[src/rtl/relu_pack_buf_pkg.sv]
// Shared PE-stream types plus the writeback packer defaults.
`ifndef CNN_XLEN
`define CNN_XLEN 16
`endif

package relu_pack_buf_pkg;

    // State tag carried alongside every PE output sample.
    typedef enum logic [2:0] {
        INVALID  = 3'd0,
        VALID    = 3'd1,
        CNN_FIN  = 3'd2,
        POOL_FIN = 3'd3,
        COMPL    = 3'd4
    } pe_state_t;

    // Registered output packet of the pooling stage.
    typedef struct packed {
        pe_state_t                    PE_state;
        logic signed [`CNN_XLEN-1:0]  data;
    } PE_OUT_PACKET;

    localparam int RELU_OUT_WID  = 8;
    localparam int RELU_PACK_NUM = 4;

endpackage

[src/rtl/sync_fifo.sv]
// First-word-fall-through synchronous FIFO; DEPTH must be a power of two >= 2.
// A push while full is only accepted when a pop happens on the same edge.
module sync_fifo #(
    parameter int WIDTH = 8,
    parameter int DEPTH = 4
) (
    input  logic             clk,
    input  logic             reset,
    input  logic             push,
    input  logic [WIDTH-1:0] push_data,
    output logic             full,
    input  logic             pop,
    output logic [WIDTH-1:0] pop_data,
    output logic             empty
);

    localparam int AW = $clog2(DEPTH);

    logic [WIDTH-1:0] mem [DEPTH];
    logic [AW:0]      wr_ptr;
    logic [AW:0]      rd_ptr;
    logic             wr_en;
    logic             rd_en;

    assign empty    = (wr_ptr == rd_ptr);
    assign full     = (wr_ptr[AW] != rd_ptr[AW]) && (wr_ptr[AW-1:0] == rd_ptr[AW-1:0]);
    assign rd_en    = pop && !empty;
    assign wr_en    = push && (!full || rd_en);
    assign pop_data = mem[rd_ptr[AW-1:0]];

    // Storage write; contents need no reset because empty masks them.
    always_ff @(posedge clk) begin
        if (wr_en) begin
            mem[wr_ptr[AW-1:0]] <= push_data;
        end
    end

    // Pointer update with an extra wrap bit to tell full from empty.
    always_ff @(posedge clk) begin
        if (!reset) begin
            wr_ptr <= '0;
            rd_ptr <= '0;
        end else begin
            if (wr_en) wr_ptr <= wr_ptr + 1'b1;
            if (rd_en) rd_ptr <= rd_ptr + 1'b1;
        end
    end

endmodule

[src/rtl/relu_pack_buf.sv]
// ReLU + requantise + saturate each pooled result, pack lanes into words and
// buffer them behind a valid/ready interface so writeback can stall freely.
`ifndef CNN_XLEN
`define CNN_XLEN 16
`endif

module relu_pack_buf
    import relu_pack_buf_pkg::*;
#(
    parameter int DATA_WID   = `CNN_XLEN,
    parameter int OUT_WID    = RELU_OUT_WID,
    parameter int SHIFT      = 0,
    parameter int PACK_NUM   = RELU_PACK_NUM,
    parameter int FIFO_DEPTH = 4
) (
    input  logic                          clk,
    input  logic                          reset,
    input  PE_OUT_PACKET                  relu_in_pk,
    output logic [PACK_NUM*OUT_WID-1:0]   out_data,
    output logic [$clog2(PACK_NUM+1)-1:0] out_cnt,
    output logic                          out_last,
    output logic                          out_valid,
    input  logic                          out_ready,
    output logic                          overflow,
    output logic                          busy
);

    localparam int CNT_W   = $clog2(PACK_NUM + 1);
    localparam int WORD_W  = PACK_NUM * OUT_WID;
    localparam int ENTRY_W = 1 + CNT_W + WORD_W;
    localparam logic [CNT_W-1:0] LAST_LANE = CNT_W'(PACK_NUM - 1);
    localparam logic [CNT_W-1:0] FULL_CNT  = CNT_W'(PACK_NUM);

    // Negative values clamp to zero; large values saturate to all ones.
    function automatic logic [OUT_WID-1:0] relu_quant(input logic signed [DATA_WID-1:0] d);
        logic [DATA_WID-1:0] sh;
        if (d < 0) return '0;
        sh = DATA_WID'(d >>> SHIFT);
        if ((sh >> OUT_WID) != '0) return '1;
        return OUT_WID'(sh);
    endfunction

    logic signed [DATA_WID-1:0] data_in;
    logic [OUT_WID-1:0]         lane_val;
    logic                       is_pool;
    logic                       is_compl;
    logic [CNT_W-1:0]           lane_cnt;
    logic [WORD_W-1:0]          pack_reg;
    logic [WORD_W-1:0]          merged;
    logic                       push;
    logic [ENTRY_W-1:0]         push_entry;
    logic [ENTRY_W-1:0]         head_entry;
    logic                       fifo_full;
    logic                       fifo_empty;
    logic                       pop;

    assign data_in  = relu_in_pk.data;
    assign lane_val = relu_quant(data_in);
    assign is_pool  = (relu_in_pk.PE_state == POOL_FIN);
    assign is_compl = (relu_in_pk.PE_state == COMPL);

    // Pack register with the incoming lane dropped into its slot.
    always_comb begin
        merged = pack_reg;
        merged[lane_cnt*OUT_WID +: OUT_WID] = lane_val;
    end

    // Decide whether this edge emits a word: full word on the last lane, or a
    // partial/marker word with the last flag on COMPL.
    always_comb begin
        push       = 1'b0;
        push_entry = '0;
        if (is_pool && (lane_cnt == LAST_LANE)) begin
            push       = 1'b1;
            push_entry = {1'b0, FULL_CNT, merged};
        end else if (is_compl) begin
            push       = 1'b1;
            push_entry = {1'b1, lane_cnt, pack_reg};
        end
    end

    // Lane accumulation; the register clears whenever a word leaves, even if dropped.
    always_ff @(posedge clk) begin
        if (!reset) begin
            lane_cnt <= '0;
            pack_reg <= '0;
        end else if (is_pool) begin
            if (lane_cnt == LAST_LANE) begin
                lane_cnt <= '0;
                pack_reg <= '0;
            end else begin
                lane_cnt <= lane_cnt + 1'b1;
                pack_reg <= merged;
            end
        end else if (is_compl) begin
            lane_cnt <= '0;
            pack_reg <= '0;
        end
    end

    // Sticky flag for a word lost to a full FIFO with no simultaneous pop.
    always_ff @(posedge clk) begin
        if (!reset) begin
            overflow <= 1'b0;
        end else if (push && fifo_full && !pop) begin
            overflow <= 1'b1;
        end
    end

    sync_fifo #(
        .WIDTH (ENTRY_W),
        .DEPTH (FIFO_DEPTH)
    ) u_fifo (
        .clk       (clk),
        .reset     (reset),
        .push      (push),
        .push_data (push_entry),
        .full      (fifo_full),
        .pop       (pop),
        .pop_data  (head_entry),
        .empty     (fifo_empty)
    );

    assign out_valid = !fifo_empty;
    assign pop       = out_valid && out_ready;
    assign {out_last, out_cnt, out_data} = fifo_empty ? '0 : head_entry;
    assign busy      = (lane_cnt != '0) || !fifo_empty;

endmodule
[config.mk]
export PLATFORM = sky130hd
export DESIGN_NAME = relu_pack_buf
export DESIGN_NICKNAME = d
export VERILOG_FILES = /design/src/rtl/relu_pack_buf_pkg.sv /design/src/rtl/sync_fifo.sv /design/src/rtl/relu_pack_buf.sv
export SDC_FILE = /design/constraint.sdc
export NUM_CORES = 1
export LEC_CHECK = 0
export ABC_AREA = 1
export BUFFER_PORTS_ARGS = -buffer_cell sky130_fd_sc_hd__buf_2
export CORE_ASPECT_RATIO = 0.5
export CORE_UTILIZATION = 26
export CTS_BUF_LIST = sky130_fd_sc_hd__clkbuf_4 sky130_fd_sc_hd__clkbuf_8
export DETAILED_ROUTE_END_ITERATION = 6
export SLEW_MARGIN = 20
export SYNTH_ARGS = -nofsm -noshare
export SYNTH_HDL_FRONTEND = slang
export SYNTH_HIERARCHICAL = 1
export SYNTH_SLANG_ARGS = --single-unit
[constraint.sdc]
create_clock -name clk -period 9.6 [get_ports clk]
set_input_delay 0.48 -clock clk [delete_from_list [all_inputs] [get_ports clk]]
set_output_delay 0.48 -clock clk [all_outputs]
set_load 0.1 [all_outputs]
==> Word-level counts from Yosys, hierarchy flattened <==
Memory sizes are Yosys's and may differ from the RTL's. A register that Yosys moved wholly into a read port is not among the register bits.
Index checks and enable logic that the tools add are counted.
{ "word_totals": {"mem_bits_rw": 144, "memories": 1, "reg_bits": 42, "latch_bits": 0, "rom_bits": 0, "inputBits": 22} }
{ "op_classes": {"n_reduce_logical": 15, "multipliers": 0, "div_mod_pow": 0, "n_mux": 23, "n_addsub": 4, "n_shift": 2, "bitwise_logic": 0, "order_cmp": 1, "eq_ne": 6} }
{ "mem_list": {"columns": ["memory", "words", "width", "rd", "rd_clocked_by_memory_dff", "wr", "line_no", "text"], "rows": [
  ["u_fifo.mem", 4, 36, 1, 1, 1, "sync_fifo.sv:19", "logic [WIDTH-1:0] mem [DEPTH];"]
]} }
{ "op_table": {"columns": ["op", "count"], "rows": [
  ["36-bit 2-to-1 mux", 3],
  ["32-bit 2-to-1 mux", 3],
  ["6-bit negation with 34-bit output", 1],
  ["8-bit by 34-bit variable shift with 32-bit output (first input constant)", 1],
  ["8-bit by 34-bit indexed part select with 32-bit output", 1],
  ["32-bit bitwise mux", 1],
  ["8-bit 2-to-1 mux", 4],
  ["16-bit by 1-bit less-than comparator with 1-bit output (second input constant)", 1],
  ["16-bit nonzero test", 1],
  ["3-bit by 1-bit adder with 3-bit output (second input constant)", 3],
  ["3-bit 2-to-1 mux", 3],
  ["1-bit logical AND", 7],
  ["1-bit 2-to-1 mux", 7],
  ["3-bit by 2-bit equality test with 1-bit output (second input constant)", 2],
  ["2-bit 2-to-1 mux", 2],
  ["3-bit equality test", 1],
  ["3-bit equality test (second input constant)", 1],
  ["1-bit zero test", 3],
  ["3-bit nonzero test", 1],
  ["2-bit equality test", 1],
  ["1-bit logical OR", 2],
  ["2-bit nonzero test", 1],
  ["1-bit != test", 1]
]} }

==> Logic depth before layout (Yosys ltp) <==
Gate-level depths: netlist of the first run.
{ "depth": {"depth_word": 9, "ltp_mapped": 14, "mapped_depth_nobuf": 14} }

==> Cells and area by module <==
The synthesis of the first run kept the hierarchy.
{ "modules_own_cells": {"columns": ["mod", "n_inst", "seq_area_each_um2", "cells_per_inst", "area_each_um2"], "rows": [
  ["sync_fifo", 1, 4484.3, 414, 5756.8],
  ["relu_pack_buf", 1, 720.7, 479, 2775.2]
]} }

==> Worst setup path before layout of the first run <==
Ideal clock, no wire load.
{ "synth_path": {"path_type": "register to register", "from": "reg u_fifo.wr_ptr[1]", "to": "mem u_fifo/mem[0][0] in the netlist's numbering (enable)", "stages_incl_launch_ff": 13, "t_required_ns": 9.171, "slack_ns": 5.763, "synth_period_minus_slack_ns": 3.837, "arrival_time_ns": 3.408, "cell_sequence": "dfxtp_1 > inv_1 > nand2_1 > nand2_1 > nand3_2 > inv_1 > inv_1 > nand2_1 > inv_1 > inv_1 > nand4_2 > nand2_2 > nor2_1"} }
{ "synth_via": {"elab_chain_len": 8} }
{ "synth_rtl": {"columns": ["element", "line_no", "text"], "rows": [
  ["start, declared", "sync_fifo.sv:20", "logic [AW:0] wr_ptr;"],
  ["start signal, assigned", "sync_fifo.sv:44", "if (wr_en) wr_ptr <= wr_ptr + 1'b1;"],
  ["3-bit equality test", "sync_fifo.sv:25", "assign empty = (wr_ptr == rd_ptr);"],
  ["named net fifo_empty", "relu_pack_buf.sv:54", "logic fifo_empty;"],
  ["1-bit zero test", "relu_pack_buf.sv:124", "assign out_valid = !fifo_empty;"],
  ["named net out_valid", "relu_pack_buf.sv:22", "output logic out_valid,"],
  ["1-bit logical AND", "relu_pack_buf.sv:125", "assign pop = out_valid && out_ready;"],
  ["named net pop", "relu_pack_buf.sv:55", "logic pop;"],
  ["1-bit logical AND", "sync_fifo.sv:27", "assign rd_en = pop && !empty;"],
  ["1-bit logical OR", "sync_fifo.sv:28", "assign wr_en = push && (!full || rd_en);"],
  ["1-bit logical AND", "sync_fifo.sv:28", null],
  ["1-bit 2-to-1 mux", "sync_fifo.sv:33", "if (wr_en) begin"],
  ["1-bit 2-to-1 mux (implied by the code)", "sync_fifo.sv:34", "mem[wr_ptr[AW-1:0]] <= push_data;"],
  ["end, declared", "sync_fifo.sv:19", null]
]} }
The timed path passes the listed nets, and every way through them passes these cells.

==> results.json, run 1 <==
{
  "status": "finished clean",
  "synth_warnings": 6,
  "crit_fanout": 73,
  "grt_pass1_vias": 5838,
  "dieHeight_um": 130,
  "finalSetupViolCount": 0,
  "io_pins": 61,
  "worstSetupStartpointType": "flop",
  "grt-ovfl-total": 0,
  "cap_violations": 0,
  "fp.dieW_um": 258,
  "layout-drive-gt1-share": 0.144,
  "placed_cells": 1348,
  "finalCritPeriodShare": 0.367,
  "diodes": 0,
  "vias": 6208,
  "cts_tree": "built",
  "p_per_area_nw_per_um2": 158,
  "cts_sinks": 188,
  "period_minus_slack_ps": 3520,
  "crit_path_end_kind": "output pin",
  "avgRoutedWirePerCell_um": 14.4,
  "grt_usage": 0.120,
  "gp_congestion": 0.855,
  "cts_resized": 0,
  "post-route-util": 0.303,
  "drt_iter0_markers": 490,
  "hp-class": "in -> reg",
  "clk_latency_ps": 460,
  "grt_max_degree": 74,
  "wl_met1_um": 9560,
  "cpPeakStageDelay_ps": 560,
  "fillers": 3315,
  "synth_nets": 926,
  "critPathArrivalTime_ps": 3040,
  "yosys_register_bits": 188,
  "grt_first_pass_wirelength_um": 31100,
  "setup_tns_ps": 0,
  "combPwrFrac": 0.083,
  "drcViolationCount": 0,
  "rsz0062_at_grt": "no",
  "p_switching_uw": 390,
  "postPlaceCellArea_um2": 9250,
  "p_leak_uw": 0.00345,
  "hold_viol": 0,
  "hold_slack_ps": 336,
  "worstPathCellList": "buf_4 -> inv_2 -> buf_4 -> nor2_1 -> o22ai_1 -> inv_1 -> nor2_1 -> buf_2",
  "die_area_um2": 33600,
  "dp_hpwl_um": 12800,
  "nets": 969,
  "drtPass1Iterations": 5,
  "viasPerCell": 4.50,
  "antenna_found_initial": 0,
  "synthesis.instances": 893,
  "relSlewSlack": 0.337,
  "syn_area_um2": 8530,
  "syn_area_per_cell_um2": 9.55,
  "synthToLayoutAreaGrowth_pct": 13.5,
  "crit_slowest_cell": "buf_4",
  "root_buffer": "clkbuf_8",
  "core_um2": 32000,
  "met2_length_um": 9530,
  "cp.required_ps": 9120,
  "tightest_slew_ps": 988,
  "max_freq_ghz": 0.284,
  "final_common_cell": "edfxtp_1",
  "clkSlewWorstSetupHoldPaths_ps": 90,
  "final_cell_mix": "144 x edfxtp_1, 138 x nand2_1, 137 x nor2_1",
  "drtAntennaViolNets": 0,
  "skew_ps": 15.1,
  "cts_buffers": 17,
  "io_buffers": 60,
  "largest_reg_flops": 144,
  "critPathKind": "reg -> out",
  "highest-signal-layer": "met4",
  "drv_slew": 0,
  "power_frac_seq": 0.571,
  "cts_setup_buffers": 0,
  "synth-seq-area-share": 0.610,
  "hold_buffers": 0,
  "vdd_drop_max_mv": 0.0782,
  "htree_levels": 4,
  "final_cells": 1381,
  "clk_path_buf_depth": 2,
  "synth.distinct_cells": 32,
  "internal_power_uw": 1140,
  "clkPwrFrac": 0.346,
  "final_area_um2": 9680,
  "start_util": 0.267,
  "totalWireLength_um": 19900,
  "met3WireLength_um": 735,
  "p_sw_frac": 0.255,
  "fp-row-count": 46
}
kinds of logic after synthesis:
group	count (synthesis)	share of synthesized area
AOI/OAI and AO/OA	224	0.145
xor gates and xnor gates	3	0.00396
adders and majority gates	11	0.0161
buffers and inverters	153	0.0732
DFF	188	0.610
and+or+nand+nor	314	0.151
final timing paths:
kind,from,to,slack (ps),cells after the start
worst max register to register,lane_cnt[0],u_fifo/mem[2][28],6580,9
worst min-delay path,reset,lane_cnt[0],340,3
worst min register to register,pack_reg[5],pack_reg[5],470,2
worst max-delay path,flop,out_data[9],6080,8
power groups by stage:
stage	sequential (uW)	clock [uW]	combinational (uW)
after CTS	874	542	128
after floorplan	892	0	102
after global routing	875	575	136
after detailed placement	893	0	128
after global placement	893	0	127
final	874	529	127
layout make-up:
class	instances	area (um^2)	share of cell area
Clock buffer	19	249	0.0257
Clock inverter	13	160	0.0165
Inverter	107	402	0.0415
Multi-Input combinational cell	552	2740	0.283
Sequential cell	188	5210	0.538
Tap cell	432	541	0.0558
Timing Repair Buffer	70	388	0.0401
synthesized netlist by cell type:
library cell  number  area share
a21oi_1           41       0.024
inv_2              6      0.0026
xnor2_2            1      0.0019
buf_4              1     0.00088
o22ai_1           36       0.026
nand3_1           13      0.0076
nand4_2            1      0.0015
o21ai_1           43       0.025
nor3_1             1     0.00059
nor2_2             1     0.00073
dfxtp_1           44        0.10
nor3_4             2      0.0038
ha_1              11       0.016
o21ai_2            3      0.0031
nor2_4             2      0.0026
clkinv_1           3      0.0013
o21bai_1          16       0.014
nand4_1            7      0.0051
clkbuf_1          19      0.0084
nand2_2            5      0.0037
buf_6              3      0.0040
o21ai_0           78       0.046
nand3_2            2      0.0023
nor2_1           142       0.062
a31oi_1            1     0.00073
inv_1             98       0.043
a21oi_2            6      0.0062
buf_2             19       0.011
edfxtp_1         144        0.51
buf_1              4      0.0018
xor2_1             2      0.0021
nand2_1          138       0.061
worst max-delay path: cells and delay by family (launching register included):
kind	cells	cell delay, ps
buf+inv	5	1820
flops	1	320
simple gates	2	240
compound gates	1	190
routing by layer:
| metal | vias up | GRT usage |
|---|---|---|
| li1 | 3092 | - |
| met1 | 3014 | 0.158 |
| met2 | 96 | 0.206 |
| met5 | - | 0 |
| met3 | 6 | 0.0225 |
| met4 | 0 | 0.0271 |
stage by stage:
step / power [uW] / setup WS [ps]
finish: 1530 / 6080
global route: 1590 / 5820
CTS: 1540 / 6030
detailed placement: 1020 / 6310
global placement: 1020 / 6410
floorplan: 994 / 5760
(Power assumes the default switching activity.)
==> inputs of run 2 (changes only) <==
Clock period 9.6 ns to 2.95 ns, I/O delays scaled along.
==> run 2 against run 1 <==
  * Register-to-register slack worse by 6200 ps
  * Utilization is 0.35 points higher
  * Clock power grew to 3.2 times the previous value
  * Sequential power grew to 3.2 times the previous value
  * Count of clock-buffer cells in the layout is 2 higher
  * Highest routed layer unchanged
  * Critical path depth is 1 lower
  * Global-route usage is 0.65 points higher
==> results.json, run 2 (synthesis gave the netlist of run 1 again) <==
{
  "hp-class": "in -> reg",
  "fp-row-count": 46,
  "clkSlewWorstSetupHoldPaths_ps": 90,
  "final_area_um2": 9790,
  "final_cell_mix": "144 x edfxtp_1, 138 x nand2_1, 137 x nor2_1",
  "drtPass1Iterations": 5,
  "cts_resized": 0,
  "drcViolationCount": 0,
  "worst_path_most_repeated_cell": "nor2_1",
  "drt_iter0_markers": 382,
  "htree_levels": 4,
  "status": "finished clean",
  "relSlewSlack": 0.476,
  "antenna_found_initial": 0,
  "final_common_cell": "edfxtp_1",
  "drv_slew": 0,
  "clk_path_buf_depth": 2,
  "worstSetupStartpointType": "flop",
  "rsz0062_at_grt": "no",
  "rrSetupSlack_ps": 410,
  "crit_path_end_kind": "output pin",
  "grt_max_degree": 38,
  "vdd_drop_max_mv": 0.284,
  "hold_buffers": 1,
  "dieHeight_um": 130,
  "grt_pass1_vias": 6029,
  "skew_ps": 11.2,
  "dp_hpwl_um": 13300,
  "start_util": 0.267,
  "grt_usage": 0.127,
  "cts_sinks": 188,
  "max_freq_ghz": 0.370,
  "fp.dieW_um": 258,
  "critPathArrivalTime_ps": 2560,
  "postPlaceCellArea_um2": 9400,
  "avgRoutedWirePerCell_um": 15.0,
  "cap_violations": 0,
  "core_um2": 32000,
  "drtAntennaViolNets": 0,
  "hold_viol": 0,
  "diodes": 0,
  "p_leak_uw": 0.00350,
  "grt-ovfl-total": 0,
  "gp_congestion": 0.807,
  "largest_reg_flops": 144,
  "synthToLayoutAreaGrowth_pct": 14.8,
  "finalCritPeriodShare": 0.916,
  "critPathKind": "reg -> out",
  "post-route-util": 0.306,
  "viasPerCell": 4.55,
  "cts_tree": "built",
  "period_minus_slack_ps": 2700,
  "cts_buffers": 17,
  "grt_first_pass_wirelength_um": 32600,
  "vias": 6319,
  "finalSetupViolCount": 0,
  "p_per_area_nw_per_um2": 504,
  "io_buffers": 60,
  "totalWireLength_um": 20800,
  "io_pins": 61,
  "cts_setup_buffers": 0,
  "root_buffer": "clkbuf_8",
  "layout-drive-gt1-share": 0.149,
  "crit_fanout": 34,
  "crit_slowest_cell": "dfxtp_2",
  "cp.required_ps": 2800,
  "nets": 979,
  "die_area_um2": 33600,
  "cpPeakStageDelay_ps": 450,
  "clk_latency_ps": 460,
  "worstPathCellList": "inv_2 -> buf_12 -> nor2_1 -> o22ai_1 -> inv_1 -> nor2_1 -> buf_2",
  "tightest_slew_ps": 778
}
[run 2: path summary, 6_finish.rpt]
path / startpoint / to / depth (start not counted)
min: relu_in_pk[16] / u_fifo/mem[2][35] / 2
max reg2reg: lane_cnt[1] / u_fifo/mem[1][4] / 8
max: flop / out_data[1] / 7
min reg2reg: pack_reg[28] / pack_reg[28] / 2
[run 2: routing by layer]
metal,track usage,part of all wire,vias to the layer above,wire length [um]
li1,-,-,3106,-
met1,0.160,0.45,3035,9270
met2,0.214,0.48,152,9980
met3,0.0266,0.052,26,1090
met4,0.0487,0.023,0,469
met5,0,0,-,0
[run 2: power breakdown]
part	total [uW]	internal (uW)	switching, uW
Combinational	431	83.8	347
Sequential	2840	2830	8.94
Clock	1670	787	878
Total	4940	3700	1230
[run 2: area by class of cell]
type                       count  area, um^2
clock buffer                  21         264
sequential                   188        5210
multi-input combinational    552        2740
timing repair buffer          80         528
tap                          432         541
clock inverter                10         118
fill                        3319       22200
inverter                     107         402
[run 2: critical path: cells and delay by family (launching register included)]
family | cells | cell delay [ps]
buf+inv | 4 | 1140
flops | 1 | 450
compound gates | 1 | 310
simple gates | 2 | 160
[run 2: metrics by stage]
step	TNS [ps]	hold slack (ps)	std cells	power, uW	setup WS, ps
global route	0	26.7	1390	5120	74.2
global placement	0	451	1358	3330	457
finish	0	34.6	1390	4940	246
floorplan	-44770	286	893	3240	-311
detailed placement	0	455	1358	3340	432
CTS	0	12.5	1390	4980	176
==> inputs of run 3 (changes only) <==
Clock period 2.95 ns to 2.6 ns, I/O delays scaled along.
==> run 3 against run 2 <==
  * Worst hold slack worse by 1.0 ps
  * Sequential share of layout area is 1.9 points lower
  * Total power rose by 15%
  * Cell count increased by 0.36%
  * Highest routed layer unchanged
  * Register-to-register slack got worse by 30 ps
  * Worst setup slack worse by 62 ps
  * Largest cell class unchanged
  * Largest power group unchanged
==> results.json, run 3 (synthesis gave the netlist of run 1 again) <==
{
  "critPathArrivalTime_ps": 2290,
  "gp_congestion": 0.826,
  "tightest_slew_ps": 681,
  "core_um2": 32000,
  "avgRoutedWirePerCell_um": 14.6,
  "diodes": 0,
  "p_per_area_nw_per_um2": 557,
  "period_minus_slack_ps": 2420,
  "use_met1": 0.162,
  "drtPass1Iterations": 5,
  "skew_ps": 10.0,
  "grt_usage": 0.125,
  "largest_reg_flops": 144,
  "htree_levels": 4,
  "cts_tree": "built",
  "drcViolationCount": 0,
  "finalCritPeriodShare": 0.929,
  "vdd_drop_max_mv": 0.301,
  "rsz0062_at_grt": "no",
  "drv_slew": 0,
  "hp-class": "in -> reg",
  "dieHeight_um": 130,
  "met3_usage": 0.0229,
  "dp_hpwl_um": 13300,
  "final_cell_mix": "144 x edfxtp_1, 138 x nand2_1, 137 x nor2_1",
  "critPathKind": "reg -> out",
  "relSlewSlack": 0.541,
  "hold_viol": 0,
  "viasPerCell": 4.52,
  "setup_tns_ps": 0,
  "top_usage_layer": "met2",
  "drt_iter0_markers": 487,
  "clkSlewWorstSetupHoldPaths_ps": 90,
  "regArea_um2": 5210,
  "cts_buffers": 17,
  "grt.met2_usage": 0.212,
  "nets": 983,
  "synthToLayoutAreaGrowth_pct": 19.1,
  "grt_pass1_vias": 6023,
  "io_pins": 61,
  "vias": 6301,
  "p_leak_uw": 0.00357,
  "fp-row-count": 46,
  "final_common_cell": "edfxtp_1",
  "clk_path_buf_depth": 2,
  "multi_input_area_um2": 2740,
  "grt-ovfl-total": 0,
  "start_util": 0.267,
  "max_freq_ghz": 0.414,
  "cts_sinks": 188,
  "finalSetupViolCount": 0,
  "worstSetupStartpointType": "flop",
  "root_buffer": "clkbuf_8",
  "power_uw": 5660,
  "cts_setup_buffers": 0,
  "cp.required_ps": 2470,
  "crit_fanout": 41,
  "grt_max_degree": 42,
  "status": "finished clean",
  "antenna_found_initial": 0,
  "clk_latency_ps": 450,
  "die_area_um2": 33600,
  "drtAntennaViolNets": 0,
  "layout-drive-gt1-share": 0.157,
  "totalWireLength_um": 20400,
  "fillers": 3256,
  "crit_path_end_kind": "output pin",
  "fp.dieW_um": 258,
  "cap_violations": 0,
  "io_buffers": 60,
  "grt_first_pass_wirelength_um": 32400
}
## run 3: repair_timing
action	CTS	global route
hold buffers	1	0
setup endpoints to repair	0	2
hold endpoints to repair	6	0
gates resized for setup	0	2
## run 3: final timing paths
path / from / to / slack (ps) / cells after the start
worst max register to register: lane_cnt[0] / u_fifo/mem[2][22] / 380 / 9
worst max-delay path: flop / out_data[2] / 180 / 6
worst min register to register: pack_reg[3] / pack_reg[3] / 470 / 2
worst min-delay path: out_ready / overflow / 30 / 4
## run 3: power by group
group | switching, uW | internal (uW)
clock | 983 | 908
combinational | 404 | 141
sequential | 8.80 | 3220
## run 3: worst max-delay path, cell delays in order (launching register included)
cell	delay (ps)
dfxtp_2	360
buf_4	380
o21ai_0	160
o22ai_1	260
inv_1	80
nor2_1	120
buf_2	450
## run 3: final cells by class
type | count | area share
Sequential cell | 188 | 0.513
Clock inverter | 10 | 0.0113
Tap cell | 432 | 0.0532
Multi-Input combinational cell | 552 | 0.270
Inverter | 107 | 0.0400
Timing Repair Buffer | 84 | 0.0865
Clock buffer | 22 | 0.0267
## run 3: routing by layer
layer	vias to the layer above	share of wire
met5	-	0
met4	0	0.018
met3	19	0.051
met2	164	0.48
met1	3011	0.45
li1	3107	-
## run 3: through the flow
stage	utilization	instance area (um^2)	setup WS [ps]	hold slack [ps]	cells
2_1_floorplan	-	8570	4.96	268	893
3_3_place_gp	0.305	9760	466	420	1362
3_5_place_dp	0.305	9760	433	425	1362
4_1_cts	0.317	10200	105	7.63	1395
5_1_grt	0.317	10200	23.3	37.6	1395
6_report	0.317	10200	185	33.6	1395
